`src/rtl/right_fifo_pkg.sv`:
```
// rtl/right_fifo_pkg.sv - shared sizing helpers and flag bundle for the right-channel FIFO
package right_fifo_pkg;

    // Number of RAM words for a given address width.
    function automatic int unsigned fifo_depth(input int unsigned addr_width);
        return 32'd1 << addr_width;
    endfunction

    // Pointer width: RAM address bits plus one wrap bit.
    function automatic int unsigned ptr_width(input int unsigned addr_width);
        return addr_width + 32'd1;
    endfunction

    // Status flags, all derived from the same next-state level.
    typedef struct packed {
        logic full;
        logic empty;
        logic almost_full;
        logic almost_empty;
    } fifo_flags_t;

endpackage

```
`src/rtl/ipm_distributed_sdpram_v1_2_Right_FIFO.sv`:
```
// rtl/ipm_distributed_sdpram_v1_2_Right_FIFO.sv - distributed simple-dual-port RAM, async read
module ipm_distributed_sdpram_v1_2_Right_FIFO
    import right_fifo_pkg::*;
#(
    parameter int    ADDR_WIDTH = 4,
    parameter int    DATA_WIDTH = 16,
    parameter string RST_TYPE   = "ASYNC",
    parameter int    OUT_REG    = 0,
    parameter string INIT_FILE  = "NONE"
) (
    input  logic                  wr_clk,
    input  logic                  rd_clk,
    input  logic                  rst,
    input  logic                  wr_en,
    input  logic [ADDR_WIDTH-1:0] wr_addr,
    input  logic [DATA_WIDTH-1:0] wr_data,
    input  logic [ADDR_WIDTH-1:0] rd_addr,
    output logic [DATA_WIDTH-1:0] rd_data
);

    localparam int DEPTH = int'(fifo_depth(ADDR_WIDTH));

    // Contents are deliberately left uninitialised; reset never touches the array.
    logic [DATA_WIDTH-1:0] mem [DEPTH];
    logic [DATA_WIDTH-1:0] rd_word;

    // Write port: one word per enabled edge.
    always_ff @(posedge wr_clk) begin
        if (wr_en) begin
            mem[wr_addr] <= wr_data;
        end
    end

    assign rd_word = mem[rd_addr];

    generate
        if (OUT_REG == 0) begin : g_comb_out
            // Combinational read; the read clock and reset only matter with an output register.
            logic unused_rd_side;
            assign unused_rd_side = &{1'b0, rd_clk, rst};
            assign rd_data = rd_word;
        end else if (RST_TYPE == "ASYNC") begin : g_reg_async
            // Registered read with asynchronous clear.
            always_ff @(posedge rd_clk or posedge rst) begin
                if (rst) begin
                    rd_data <= '0;
                end else begin
                    rd_data <= rd_word;
                end
            end
        end else begin : g_reg_sync
            // Registered read with synchronous clear.
            always_ff @(posedge rd_clk) begin
                if (rst) begin
                    rd_data <= '0;
                end else begin
                    rd_data <= rd_word;
                end
            end
        end

        // Preloading from a file is not supported by this wrapper.
        if (INIT_FILE != "NONE") begin : g_init_check
            $error("ipm_distributed_sdpram_v1_2_Right_FIFO: INIT_FILE must be NONE");
        end
    endgenerate

endmodule

```
`src/rtl/right_fifo_ctrl.sv`:
```
// rtl/right_fifo_ctrl.sv - single-clock FIFO controller around the right-channel distributed RAM
module right_fifo_ctrl
    import right_fifo_pkg::*;
#(
    parameter int ADDR_WIDTH       = 4,
    parameter int DATA_WIDTH       = 16,
    parameter int ALMOST_FULL_NUM  = int'(fifo_depth(ADDR_WIDTH)) - 2,
    parameter int ALMOST_EMPTY_NUM = 2
) (
    input  logic                  clk,
    input  logic                  rst_n,
    input  logic                  wr_en,
    input  logic [DATA_WIDTH-1:0] wr_data,
    input  logic                  rd_en,
    output logic [DATA_WIDTH-1:0] rd_data,
    output logic                  rd_valid,
    output logic                  full,
    output logic                  empty,
    output logic                  almost_full,
    output logic                  almost_empty,
    output logic [ADDR_WIDTH:0]   level,
    output logic                  overflow,
    output logic                  underflow
);

    localparam int            PW        = int'(ptr_width(ADDR_WIDTH));
    localparam logic [PW-1:0] DEPTH_LVL = PW'(fifo_depth(ADDR_WIDTH));
    localparam logic [PW-1:0] AF_LVL    = PW'(ALMOST_FULL_NUM);
    localparam logic [PW-1:0] AE_LVL    = PW'(ALMOST_EMPTY_NUM);
    localparam logic [PW-1:0] ONE       = PW'(1);

    logic [PW-1:0]         wr_ptr;
    logic [PW-1:0]         rd_ptr;
    logic [PW-1:0]         level_nxt;
    logic                  wr_acc;
    logic                  rd_acc;
    logic [DATA_WIDTH-1:0] ram_rd_data;
    fifo_flags_t           flags_nxt;

    // Acceptance uses the registered flags, so a full FIFO refuses a write even
    // when a read frees a slot on the same edge (and likewise for empty).
    assign wr_acc = wr_en & ~full;
    assign rd_acc = rd_en & ~empty;

    ipm_distributed_sdpram_v1_2_Right_FIFO #(
        .ADDR_WIDTH (ADDR_WIDTH),
        .DATA_WIDTH (DATA_WIDTH),
        .RST_TYPE   ("ASYNC"),
        .OUT_REG    (0),
        .INIT_FILE  ("NONE")
    ) u_ram (
        .wr_clk  (clk),
        .rd_clk  (clk),
        .rst     (~rst_n),
        .wr_en   (wr_acc),
        .wr_addr (wr_ptr[ADDR_WIDTH-1:0]),
        .wr_data (wr_data),
        .rd_addr (rd_ptr[ADDR_WIDTH-1:0]),
        .rd_data (ram_rd_data)
    );

    // Next occupancy: a simultaneous write and read cancel out.
    always_comb begin
        level_nxt = level;
        case ({wr_acc, rd_acc})
            2'b10:   level_nxt = level + ONE;
            2'b01:   level_nxt = level - ONE;
            default: level_nxt = level;
        endcase
    end

    // Flags are decoded from the next level so they line up with level itself.
    always_comb begin
        flags_nxt              = '0;
        flags_nxt.full         = (level_nxt == DEPTH_LVL);
        flags_nxt.empty        = (level_nxt == '0);
        flags_nxt.almost_full  = (level_nxt >= AF_LVL);
        flags_nxt.almost_empty = (level_nxt <= AE_LVL);
    end

    // Pointers advance on accepted transfers and wrap modulo twice the depth.
    always_ff @(posedge clk or negedge rst_n) begin
        if (!rst_n) begin
            wr_ptr <= '0;
            rd_ptr <= '0;
        end else begin
            if (wr_acc) begin
                wr_ptr <= wr_ptr + ONE;
            end
            if (rd_acc) begin
                rd_ptr <= rd_ptr + ONE;
            end
        end
    end

    // Registered read port: rd_data only changes on an accepted read.
    always_ff @(posedge clk or negedge rst_n) begin
        if (!rst_n) begin
            rd_data  <= '0;
            rd_valid <= 1'b0;
        end else begin
            rd_valid <= rd_acc;
            if (rd_acc) begin
                rd_data <= ram_rd_data;
            end
        end
    end

    // Registered occupancy, status flags and rejection pulses.
    always_ff @(posedge clk or negedge rst_n) begin
        if (!rst_n) begin
            level        <= '0;
            full         <= 1'b0;
            empty        <= 1'b1;
            almost_full  <= 1'b0;
            almost_empty <= 1'b1;
            overflow     <= 1'b0;
            underflow    <= 1'b0;
        end else begin
            level        <= level_nxt;
            full         <= flags_nxt.full;
            empty        <= flags_nxt.empty;
            almost_full  <= flags_nxt.almost_full;
            almost_empty <= flags_nxt.almost_empty;
            overflow     <= wr_en & full;
            underflow    <= rd_en & empty;
        end
    end

endmodule

```
`config.mk`:
```
export PLATFORM = sky130hd
export DESIGN_NAME = right_fifo_ctrl
export DESIGN_NICKNAME = d
export VERILOG_FILES = /design/src/rtl/right_fifo_pkg.sv /design/src/rtl/ipm_distributed_sdpram_v1_2_Right_FIFO.sv /design/src/rtl/right_fifo_ctrl.sv
export SDC_FILE = /design/constraint.sdc
export NUM_CORES = 1
export LEC_CHECK = 0
export BUFFER_PORTS_ARGS = -buffer_cell sky130_fd_sc_hd__buf_4
export CORE_ASPECT_RATIO = 0.5
export CORE_MARGIN = 4
export CORE_UTILIZATION = 45
export CTS_CLUSTER_SIZE = 20
export DETAILED_ROUTE_END_ITERATION = 6
export HOLD_SLACK_MARGIN = 0.12
export PLACE_DENSITY = 0.71
export SLEW_MARGIN = 20
export SYNTH_ARGS = -nofsm -noshare
export SYNTH_HDL_FRONTEND = slang
export SYNTH_SLANG_ARGS = --single-unit
export TNS_END_PERCENT = 5
```
`constraint.sdc`:
```
create_clock -name clk -period 2.75 [get_ports clk]
set_input_delay 0.6875 -clock clk [delete_from_list [all_inputs] [get_ports clk]]
set_output_delay 0.6875 -clock clk [all_outputs]
set_load 0.005 [all_outputs]
```
==> qor.yml, run 1 <==
cts:
  cts_made_buffers: 26
  cts_sinks: 292
  clk_pin_slew_ns: 0.07
  cts_hold_buf: 0
  cts_htree_levels: 1
  post_cts_buffers: 0
  cts_tree: "built"
  cts_resized: 0
  cts-root-buf: "clkbuf_16"
  clock_latency_ns: 0.53
  clockBufferDepth: 3
worst_setup_path:
  cp_slowest_cell: "dfstp_2"
  crit_arrival_ns: 2.87
  end_kind: "flip-flop"
  cpPeakStageDelay_ns: 0.54
  start_kind: "flip-flop"
  crit_chain: "nand2b_1 > inv_1 > ha_1 > xor2_1 > ha_1 > a21o_1 > a21oi_1 > a2111oi_4 > xor2_2 > nor3b_2"
  path_max_fanout: 5
  crit_top_cell: "ha_1"
  cp_data_required_time_ns: 3.19
  path_class: "flip-flop to flip-flop"
  path_delay_family: "compound AO/OA/AOI/OAI gates"
  critPathBufInv: 1
drt:
  route.met2.wl_um: 11600
  vias: 5782
  met1Wirelength_um: 10200
  wl_met3_um: 1260
  route.detailed.drc: 0
  drtPass1Iterations: 4
  drt_iter0_markers: 522
  viasPerCell: 5.53
  wl_um: 23500
  routedWlPerCell_um: 22.4
  top_layer_used: "met4"
  final_antenna_net_count: 0
timing:
  hold_ws_ns: 0.145
  tightest_slew_ns: 0.840
  skew_ns: 0.0108
  period_needed_ns: 2.43
  max-slew-margin-rel: 0.440
  finalHoldViolations: 0
  setup_viol: 0
  fin_ws_ns: 0.325
  tns_ns: 0
  timing.final.crit_share: 0.882
  finalMaxSlewViolations: 0
  max_freq_ghz: 0.412
  grt_setup_unrepaired: "no"
floorplanning:
  core-area_sq_um: 24500
  dieArea_sq_um: 28200
  io_pins: 48
  fp.dieH_um: 121
  rows: 40
  initial_core_util: 0.467
  die_x_um: 233
cells_and_area:
  stdcell_area_sq_um: 13300
  instances_no_fill: 1045
  fillCellCount: 1874
  multiInputGateArea_sq_um: 2640
  seq_area_sq_um: 8600
  drive_gt1_frac: 0.283
  syn_to_final_growth_pct: 16.4
  fin_nets: 717
  diodes: 0
global_route:
  grt_max_degree: 45
  grt_pass1_vias: 5968
  grt_pass1_wl_um: 36400
  antenna_found_initial: 0
  overflow: 0
  grt_use_total: 0.169
power_and_ir_drop:
  vdd_drop_max_uv: 495
  p_leak_nw: 4.60
  power_density_nw_per_um2: 1010
synth:
  syn_nets: 627
  synth-seq-area-share: 0.752
  postSynth.asyncResetShare: 0.123
  synth_area_sq_um: 11400
  synthFlopType: "edfxtp_1"
  synth_cell_types: 43
  synth.yosys.warnings: 0
  synth_area_per_cell_sq_um: 19.1
  ys_ff_latch: 292
  synth_cells: 599
  synth_edf_count: 256
run:
  cap_violations: 0
placement:
  placed_cells: 997
  placed_area_sq_um: 12400
  portBuffers: 47
  detailedPlace.worstSlack_ns: -0.0339
  gp_congestion: 0.771
  hpwl_um: 14200
min_path:
  hold_class: "input port to async pin"
run_status:
  status: "finished, final reports clean"
## cells by family (layout without fill, tap and decap cells)
group | Yosys count | count (layout) | share of synthesized area
multiplexers | 93 | 93 | 0.135
flip-flops | 292 | 292 | 0.752
AND/OR/NAND/NOR | 82 | 82 | 0.0372
AO/OA/AOI/OAI | 74 | 74 | 0.0416
XOR/XNOR | 10 | 10 | 0.00832
adder cells (fa/ha/maj) | 8 | 8 | 0.00876
buffers and inverters | 40 | 150 | 0.0169
## report_power, final
part | internal (W) | switching, W
sequential | 0.00548 | 0.000652
clock | 0.00206 | 0.00156
combinational | 0.00187 | 0.00179
## area by class of cell
| class | instances | share of cell area |
|---|---|---|
| well taps | 336 | 0.0316 |
| inverters | 9 | 0.00254 |
| clock inverters | 16 | 0.0127 |
| clock buffers | 32 | 0.0514 |
| multi-input cells | 267 | 0.199 |
| flip-flops and latches | 292 | 0.647 |
| repair buffers | 93 | 0.0563 |
## synthesized netlist by cell type (3+ instances only)
cell      count  area, sq um
buf_2        16         80.1
dfrtp_1      34          851
a211oi_1      7         52.6
ha_1          8          100
clkbuf_1      9         33.8
a21oi_1      26          130
xnor2_1       8         70.1
mux2i_1      34          340
buf_4         4         30.0
mux4_2       48         1080
edfxtp_1    256         7690
o22ai_1      11         68.8
nand2b_1      3         18.8
nor2_1       11         41.3
and2_1       19          119
nor2b_1       4         25.0
a22oi_1       8         60.1
nand2_1      27          101
a32oi_1       3         26.3
mux2_2       11          124
inv_1         9         33.8
nor3_1        8         40.0
o21ai_0      11         55.1
## per-layer routing
metal / GRT usage / vias up
met3: 0.0271 / 32
met4: 0.0306 / 0
met1: 0.240 / 3032
met5: 0 / -
li1: - / 2563
met2: 0.284 / 155
## state kept, by name (all words and copies together), names as in the netlist, 4 cells and up
| signal | flops |
|---|---|
| u_ram.mem | 256 |
| rd_data | 16 |
| level | 5 |
| rd_ptr | 4 |
| wr_ptr | 4 |
## per-stage QoR
stage	power (W)	utilization
6_report	0.0134	0.543
5_1_grt	0.0141	0.543
4_1_cts	0.0135	0.543
3_5_place_dp	0.00990	0.508
3_3_place_gp	0.00981	0.508
2_1_floorplan	0.00852	-
## cell usage in the layout (no fill, tap or decap), drive strengths merged, types with 9 or more instances in the layout
cell type,instances
mux2,11
and2,19
dfrtp,34
clkbuf,32
o21ai,11
edfxtp,256
o22ai,11
buf,93
inv,9
mux4,48
nand2,27
mux2i,34
a21oi,26
clkinv,12
nor2,11
## worst paths after layout
path | from | to | slack, ns | cells after the start
min in group clk | rd_en | underflow | 0.39 | 2
hold / removal | rst_n | level[3] | 0.14 | 1
max in group asynchronous | rst_n | rd_ptr[0] | 2.20 | 1
setup / recovery | empty | full | 0.32 | 10
hold reg to reg | rd_data[6] | rd_data[6] | 0.50 | 2
setup reg to reg | empty | full | 0.32 | 10
(Power assumes the default switching activity.)
==> run 2, diff against run 1 <==
ABC_AREA = 1   (was not set)
==> run 2 against run 1 <==
Compared with the run above:
- non-clock buffer count is 9 lower
- clock skew rose by 0.0042 ns
- global-route usage is 2.1 points higher
- routed wire length is 19% higher
- synthesized cell count up 68%
- via count increased by 34%
- setup slack better by 0.31 ns
- worst hold slack got worse by 0.018 ns
- area after synthesis increased by 3.4%
==> qor.yml, run 2 <==
run_status:
  status: "finished, final reports clean"  # unchanged
synth:
  synth.yosys.warnings: 0  # unchanged
  postSynth.asyncResetShare: 0.123  # unchanged
  synth_top_area_share: 0.651  # was 0.673
  yosys-top-cells-count: "309 x nand2_1, 256 x edfxtp_1, 133 x nand3_1, 69 x nor2_1, 39 x a21oi_1"  # was 256 x edfxtp_1, 48 x mux4_2, 34 x dfrtp_1, 34 x mux2i_1, 27 x nand2_1
  synthFlopType: "edfxtp_1"  # unchanged
  synth_area_per_cell_sq_um: 11.7  # was 19.1 sq um
  yosysMostFrequentCell: "nand2_1"  # was edfxtp_1
  synth_cells: 1008  # was 599
  ys_ff_latch: 292  # unchanged
  synth_area_leaders: "edfxtp_1 65%, nand2_1 9.8%, dfrtp_1 7.2%"  # was edfxtp_1 67%, mux4_2 9.5%, dfrtp_1 7.4%
  syn_nets: 1036  # was 627
  synth_edf_count: 256  # unchanged
  synth_cell_types: 28  # was 43
  synth_area_sq_um: 11800  # was 11400 sq um
  yosysTopAreaCell: "edfxtp_1"  # unchanged
  synth-seq-area-share: 0.727  # was 0.752
timing:
  setup_viol: 0  # unchanged
  hold_ws_ns: 0.127  # was 0.145 ns
  timing.final.crit_share: 0.770  # was 0.882
  max-slew-margin-rel: 0.591  # was 0.440
  period_needed_ns: 2.12  # was 2.43 ns
  tightest_slew_ns: 0.613  # was 0.840 ns
  finalMaxSlewViolations: 0  # unchanged
  max_freq_ghz: 0.472  # was 0.412 GHz
  fin_ws_ns: 0.632  # was 0.325 ns
  finalHoldViolations: 0  # unchanged
  tns_ns: 0  # unchanged
  skew_ns: 0.0150  # was 0.0108 ns
  grt_setup_unrepaired: "no"  # unchanged
placement:
  hpwl_um: 16400  # was 14200 um
  detailedPlace.worstSlack_ns: 0.257  # was -0.0339 ns
  portBuffers: 47  # unchanged
  gp_congestion: 0.796  # was 0.771
  placed_cells: 1382  # was 997
floorplanning:
  dieArea_sq_um: 29100  # was 28200 sq um
  rows: 41  # was 40
  core-area_sq_um: 25500  # was 24500 sq um
  fp.dieH_um: 123  # was 121 um
  initial_core_util: 0.463  # was 0.467
  io_pins: 48  # unchanged
  die_x_um: 237  # was 233 um
global_route:
  antenna_found_initial: 0  # unchanged
  overflow: 0  # unchanged
  grt_use_total: 0.190  # was 0.169
  grt_max_degree: 131  # was 45
  grt_pass1_vias: 7478  # was 5968
  grt_pass1_wl_um: 43000  # was 36400 um
worst_setup_path:
  crit_arrival_ns: 2.58  # was 2.87 ns
  path_class: "flip-flop to flip-flop"  # unchanged
  start_kind: "flip-flop"  # unchanged
  end_kind: "flip-flop"  # unchanged
  cp_data_required_time_ns: 3.21  # was 3.19 ns
  path_max_fanout: 7  # was 5
power_and_ir_drop:
  vdd_drop_max_uv: 517  # was 495 uV
  power_density_nw_per_um2: 1050  # was 1010 nW/um^2
  power_w: 0.0141  # was 0.0134 W
  p_leak_nw: 5.14  # was 4.60 nW
cts:
  cts_tree: "built"  # unchanged
  cts-root-buf: "clkbuf_16"  # unchanged
  cts_hold_buf: 0  # unchanged
  clock_latency_ns: 0.54  # was 0.53 ns
  clk_pin_slew_ns: 0.07  # about the same
  cts_made_buffers: 26  # unchanged
  post_cts_buffers: 0  # unchanged
  cts_resized: 0  # unchanged
  cts_sinks: 292  # unchanged
  cts_htree_levels: 1  # unchanged
  clockBufferDepth: 3  # unchanged
cells_and_area:
  fillCellCount: 2057  # was 1874
  drive_gt1_frac: 0.136  # was 0.283
  largest_reg_flops: 256  # unchanged
  layout_commonest_cell: "nand2_1"  # was edfxtp_1
  multiInputGateArea_sq_um: 2860  # was 2640 sq um
  regMostFlops: "u_ram.mem"  # unchanged
  final_cell_mix: "309 x nand2_1, 256 x edfxtp_1, 133 x nand3_1"  # was 256 x edfxtp_1, 89 x buf_4, 48 x mux4_2
  seq_area_sq_um: 8600  # about the same
  diodes: 0  # unchanged
  instances_no_fill: 1430  # was 1045
  reg_top3: "u_ram.mem: 256 flops, rd_data: 16 flops, level: 5 flops"  # unchanged
  syn_to_final_growth_pct: 14.4  # was 16.4%
  fin_nets: 1094  # was 717
drt:
  route.detailed.drc: 0  # unchanged
  wl_um: 27900  # was 23500 um
  routedWlPerCell_um: 19.5  # was 22.4 um
  drtPass1Iterations: 7  # was 4
  viasPerCell: 5.42  # was 5.53
  final_antenna_net_count: 0  # unchanged
  drt_iter0_markers: 1106  # was 522
  vias: 7744  # was 5782
run:
  cap_violations: 0  # unchanged
min_path:
  hold_class: "input port to async pin"  # unchanged
## run 2: changes by cell type in the layout (fill, tap and decap cells not counted), moves of 20 or more
cell,previous run,this run
o21ai_0,11,31
mux2i_1,34,0
mux4_2,48,0
nand2_1,27,309
nor2_1,11,53
nand3_1,1,133
## run 2: final cells by class
| type | count | share of cell area |
|---|---|---|
| repair buffers | 84 | 0.0513 |
| flip-flops and latches | 292 | 0.636 |
| clock inverters | 5 | 0.00269 |
| clock buffers | 43 | 0.0573 |
| multi-input cells | 631 | 0.212 |
| inverters | 31 | 0.00871 |
| well taps | 344 | 0.0319 |
## run 2: logic make-up (layout without fill, tap and decap cells)
kind of cell,Yosys count,after routing,share of synthesized area
and+or+nand+nor,517,517,0.180
DFF,292,292,0.727
AOI/OAI and AO/OA,98,98,0.0445
buffers and inverters,85,163,0.0335
adders and majority gates,8,8,0.00848
xor gates and xnor gates,8,8,0.00593
## run 2: path summary, 6_finish.rpt
path / from / cells past startpoint / to / slack (ns)
setup / recovery: empty / 11 / empty / 0.63
hold / removal: rst_n / 1 / level[4] / 0.13
setup reg to reg: empty / 11 / empty / 0.63
hold reg to reg: rd_data[15] / 2 / rd_data[15] / 0.51
max in group asynchronous: rst_n / 1 / rd_ptr[1] / 2.23
min in group clk: wr_en / 3 / overflow / 0.35
## run 2: report_power, final
group	total [W]	internal, W	switching, W
Combinational	0.00485	0.00159	0.00325
Sequential	0.00583	0.00548	0.000348
Clock	0.00347	0.00192	0.00155
Total	0.0141	0.00899	0.00515
## run 2: worst max-delay path, stage by stage (launching register included)
cell     delay, ns
dfstp_2       0.58
nor2_2        0.06
ha_1          0.26
nor2_1        0.16
nor2_2        0.06
ha_1          0.27
inv_1         0.06
o21a_1        0.17
nand2_1       0.06
nor2_1        0.11
nand3_1       0.10
nor2_1        0.14
## run 2: metrics by stage
step           utilization  area [sq um]
2_1_floorplan            -         11800
3_3_place_gp         0.498         12700
3_5_place_dp         0.498         12700
4_1_cts              0.530         13500
5_1_grt              0.530         13500
6_report             0.530         13500
## run 2: per-layer routing
| metal | global-route usage | share of wire | vias up |
|---|---|---|---|
| met5 | 0 | 0 | - |
| met2 | 0.330 | 0.49 | 345 |
| li1 | - | - | 3608 |
| met3 | 0.0285 | 0.080 | 50 |
| met4 | 0.0455 | 0.020 | 0 |
| met1 | 0.258 | 0.41 | 3741 |
==> run 3, diff against run 2 <==
clock period = 1.9 ns   (was 2.75 ns; I/O delays follow)
==> run 3 against run 2 <==
Compared with the run above:
- non-clock buffer count is 21 higher
- core utilization grew 1.8 points
- clock-buffer cell count fell by 4
- first-iteration DRC count down 7.9%
- sequential power up 44%
- sequential share of layout area is 2.0 points lower
- worst hold slack better by 0.0073 ns
- fmax up 12%
- critical path type unchanged
==> qor.yml, run 3 (synthesis results as in run 2) <==
worst_setup_path:
  start_kind: "flip-flop"  # unchanged
  end_kind: "flip-flop"  # unchanged
  r2r_cells: 13  # was 11
  path_max_fanout: 3  # was 7
  cp-startpoint: "empty"  # unchanged
  r2r_end: "almost_full"  # was empty
  path_class: "flip-flop to flip-flop"  # unchanged
  cp_data_required_time_ns: 2.31  # was 3.21 ns
  timing.reg2reg.setup_slack_ns: 0.007  # was 0.63 ns
  crit_arrival_ns: 2.30  # was 2.58 ns
  r2r-start: "empty"  # unchanged
power_and_ir_drop:
  power_density_nw_per_um2: 1510  # was 1050 nW/um^2
  vdd_drop_max_uv: 950  # was 517 uV
  power_w: 0.0211  # was 0.0141 W
  p_leak_nw: 5.29  # was 5.14 nW
timing:
  setup_viol: 0  # unchanged
  max-slew-margin-rel: 0.623  # was 0.591
  period_needed_ns: 1.89  # was 2.12 ns
  finalHoldViolations: 0  # unchanged
  finalMaxSlewViolations: 0  # unchanged
  skew_ns: 0.0124  # was 0.0150 ns
  tightest_slew_ns: 0.565  # was 0.613 ns
  max_freq_ghz: 0.528  # was 0.472 GHz
  tns_ns: 0  # unchanged
  timing.final.crit_share: 0.996  # was 0.770
  grt_setup_unrepaired: "yes"  # was no
cells_and_area:
  fillCellCount: 2047  # was 2057
  syn_to_final_growth_pct: 18.2  # was 14.4%
  reg_top3: "u_ram.mem: 256 flops, rd_data: 16 flops, level: 5 flops"  # unchanged
  final_core_util: 0.548  # was 0.530
  drive_gt1_frac: 0.167  # was 0.136
  instances_no_fill: 1451  # was 1430
  final_cell_mix: "304 x nand2_1, 256 x edfxtp_1, 130 x nand3_1"  # was 309 x nand2_1, 256 x edfxtp_1, 133 x nand3_1
  fin_nets: 1115  # was 1094
  diodes: 0  # unchanged
  largest_reg_flops: 256  # unchanged
  layout_commonest_cell: "nand2_1"  # unchanged
  regMostFlops: "u_ram.mem"  # unchanged
cts:
  cts-root-buf: "clkbuf_16"  # unchanged
  cts_tree: "built"  # unchanged
  cts_made_buffers: 26  # unchanged
  clk_pin_slew_ns: 0.07  # about the same
  post_cts_buffers: 0  # unchanged
  cts_sinks: 292  # unchanged
  cts_htree_levels: 1  # unchanged
  clockBufferDepth: 3  # unchanged
  clock_latency_ns: 0.54  # about the same
global_route:
  met1_usage: 0.259  # was 0.258
  grt_pass1_vias: 7729  # was 7478
  grtUsageMet3: 0.0361  # was 0.0285
  antenna_found_initial: 0  # unchanged
  grt_pass1_wl_um: 42400  # was 43000 um
  grt_max_degree: 79  # was 131
  grt_use_total: 0.188  # was 0.190
  overflow: 0  # unchanged
  grt_util_met2: 0.305  # was 0.330
  gr-max-usage-layer: "met2"  # unchanged
min_path:
  min_path_cells: 3
  hp-start: "rd_en"
  hold_class: "input port to flip-flop"  # was input port to async pin
  min_delay_worst_endpoint: "underflow"
drt:
  wl_um: 27600  # was 27900 um
  routedWlPerCell_um: 19.0  # was 19.5 um
  route.detailed.drc: 0  # unchanged
  final_antenna_net_count: 0  # unchanged
  drt_iter0_markers: 1019  # was 1106
  viasPerCell: 5.49  # was 5.42
  drtPass1Iterations: 5  # was 7
  vias: 7971  # was 7744
placement:
  placed_cells: 1402  # was 1382
  hpwl_um: 16400  # about the same
  portBuffers: 47  # unchanged
  gp_congestion: 0.822  # was 0.796
run:
  cap_violations: 0  # unchanged
floorplanning:
  initial_core_util: 0.463  # unchanged
  io_pins: 48  # unchanged
  dieArea_sq_um: 29100  # unchanged
  rows: 41  # unchanged
  fp.dieH_um: 123  # unchanged
  die_x_um: 237  # unchanged
  core-area_sq_um: 25500  # unchanged
run_status:
  status: "finished, final reports clean"  # unchanged
[run 3: worst max path at each step]
stage | end | slack [ns] | cells past startpoint
after floorplan | empty | -0.13 | 15
after global placement | empty | -0.16 | 15
after detailed placement | almost_full | -0.23 | 16
after CTS | empty | 0.003 | 14
after global routing | full | -0.16 | 9
final | almost_full | 0.007 | 13
[run 3: per-layer routing]
layer  up-vias  share of wire
met1      3852           0.41
met5         -              0
met2       390           0.46
met3        82          0.094
li1       3647              -
met4         0          0.030
[run 3: timing repair]
item | 4_1_cts | 5_1_grt
hold buffers | 1 | 0
pin swaps | 2 | 2
gates resized for setup | 1 | 10
hold endpoints to repair | 34 | 0
setup endpoints to repair | 4 | 5
cloned | 0 | 0
[run 3: metrics by stage]
step | instance area [sq um] | setup slack, ns | hold WS (ns)
after floorplan | 11900 | -0.130 | 0.179
after global placement | 13100 | -0.158 | 0.469
after detailed placement | 13100 | -0.231 | 0.471
after CTS | 13900 | 0.00262 | 0.124
after global routing | 14000 | -0.160 | 0.144
final | 14000 | 0.00747 | 0.134
[run 3: layout make-up]
type	count	area (sq um)	share of cell area
Sequential cell	292	8600	0.616
Multi-Input combinational cell	631	2950	0.211
Timing Repair Buffer	105	1030	0.0737
Clock inverter	9	109	0.00780
Tap cell	344	430	0.0308
Inverter	31	125	0.00896
Clock buffer	39	719	0.0515
[run 3: critical path, cell delays in order (launching register included)]
cell and delay [ns]:
dfstp_2 0.57, nor2_4 0.05, ha_4 0.17, nor2_4 0.12, nor2_4 0.06, ha_4 0.15, inv_2 0.05, nand2_2 0.06
nand3_2 0.07, nand2_1 0.05, nand2_1 0.05, nand2_1 0.09, a21boi_2 0.18, nand2_1 0.09
[run 3: where the power goes]
part / internal, W / switching (W) / total, W / leakage [nW]
clock network: 0.00290 / 0.00224 / 0.00514 / 0.394
logic: 0.00268 / 0.00489 / 0.00758 / 2.16
registers: 0.00793 / 0.000486 / 0.00841 / 2.74
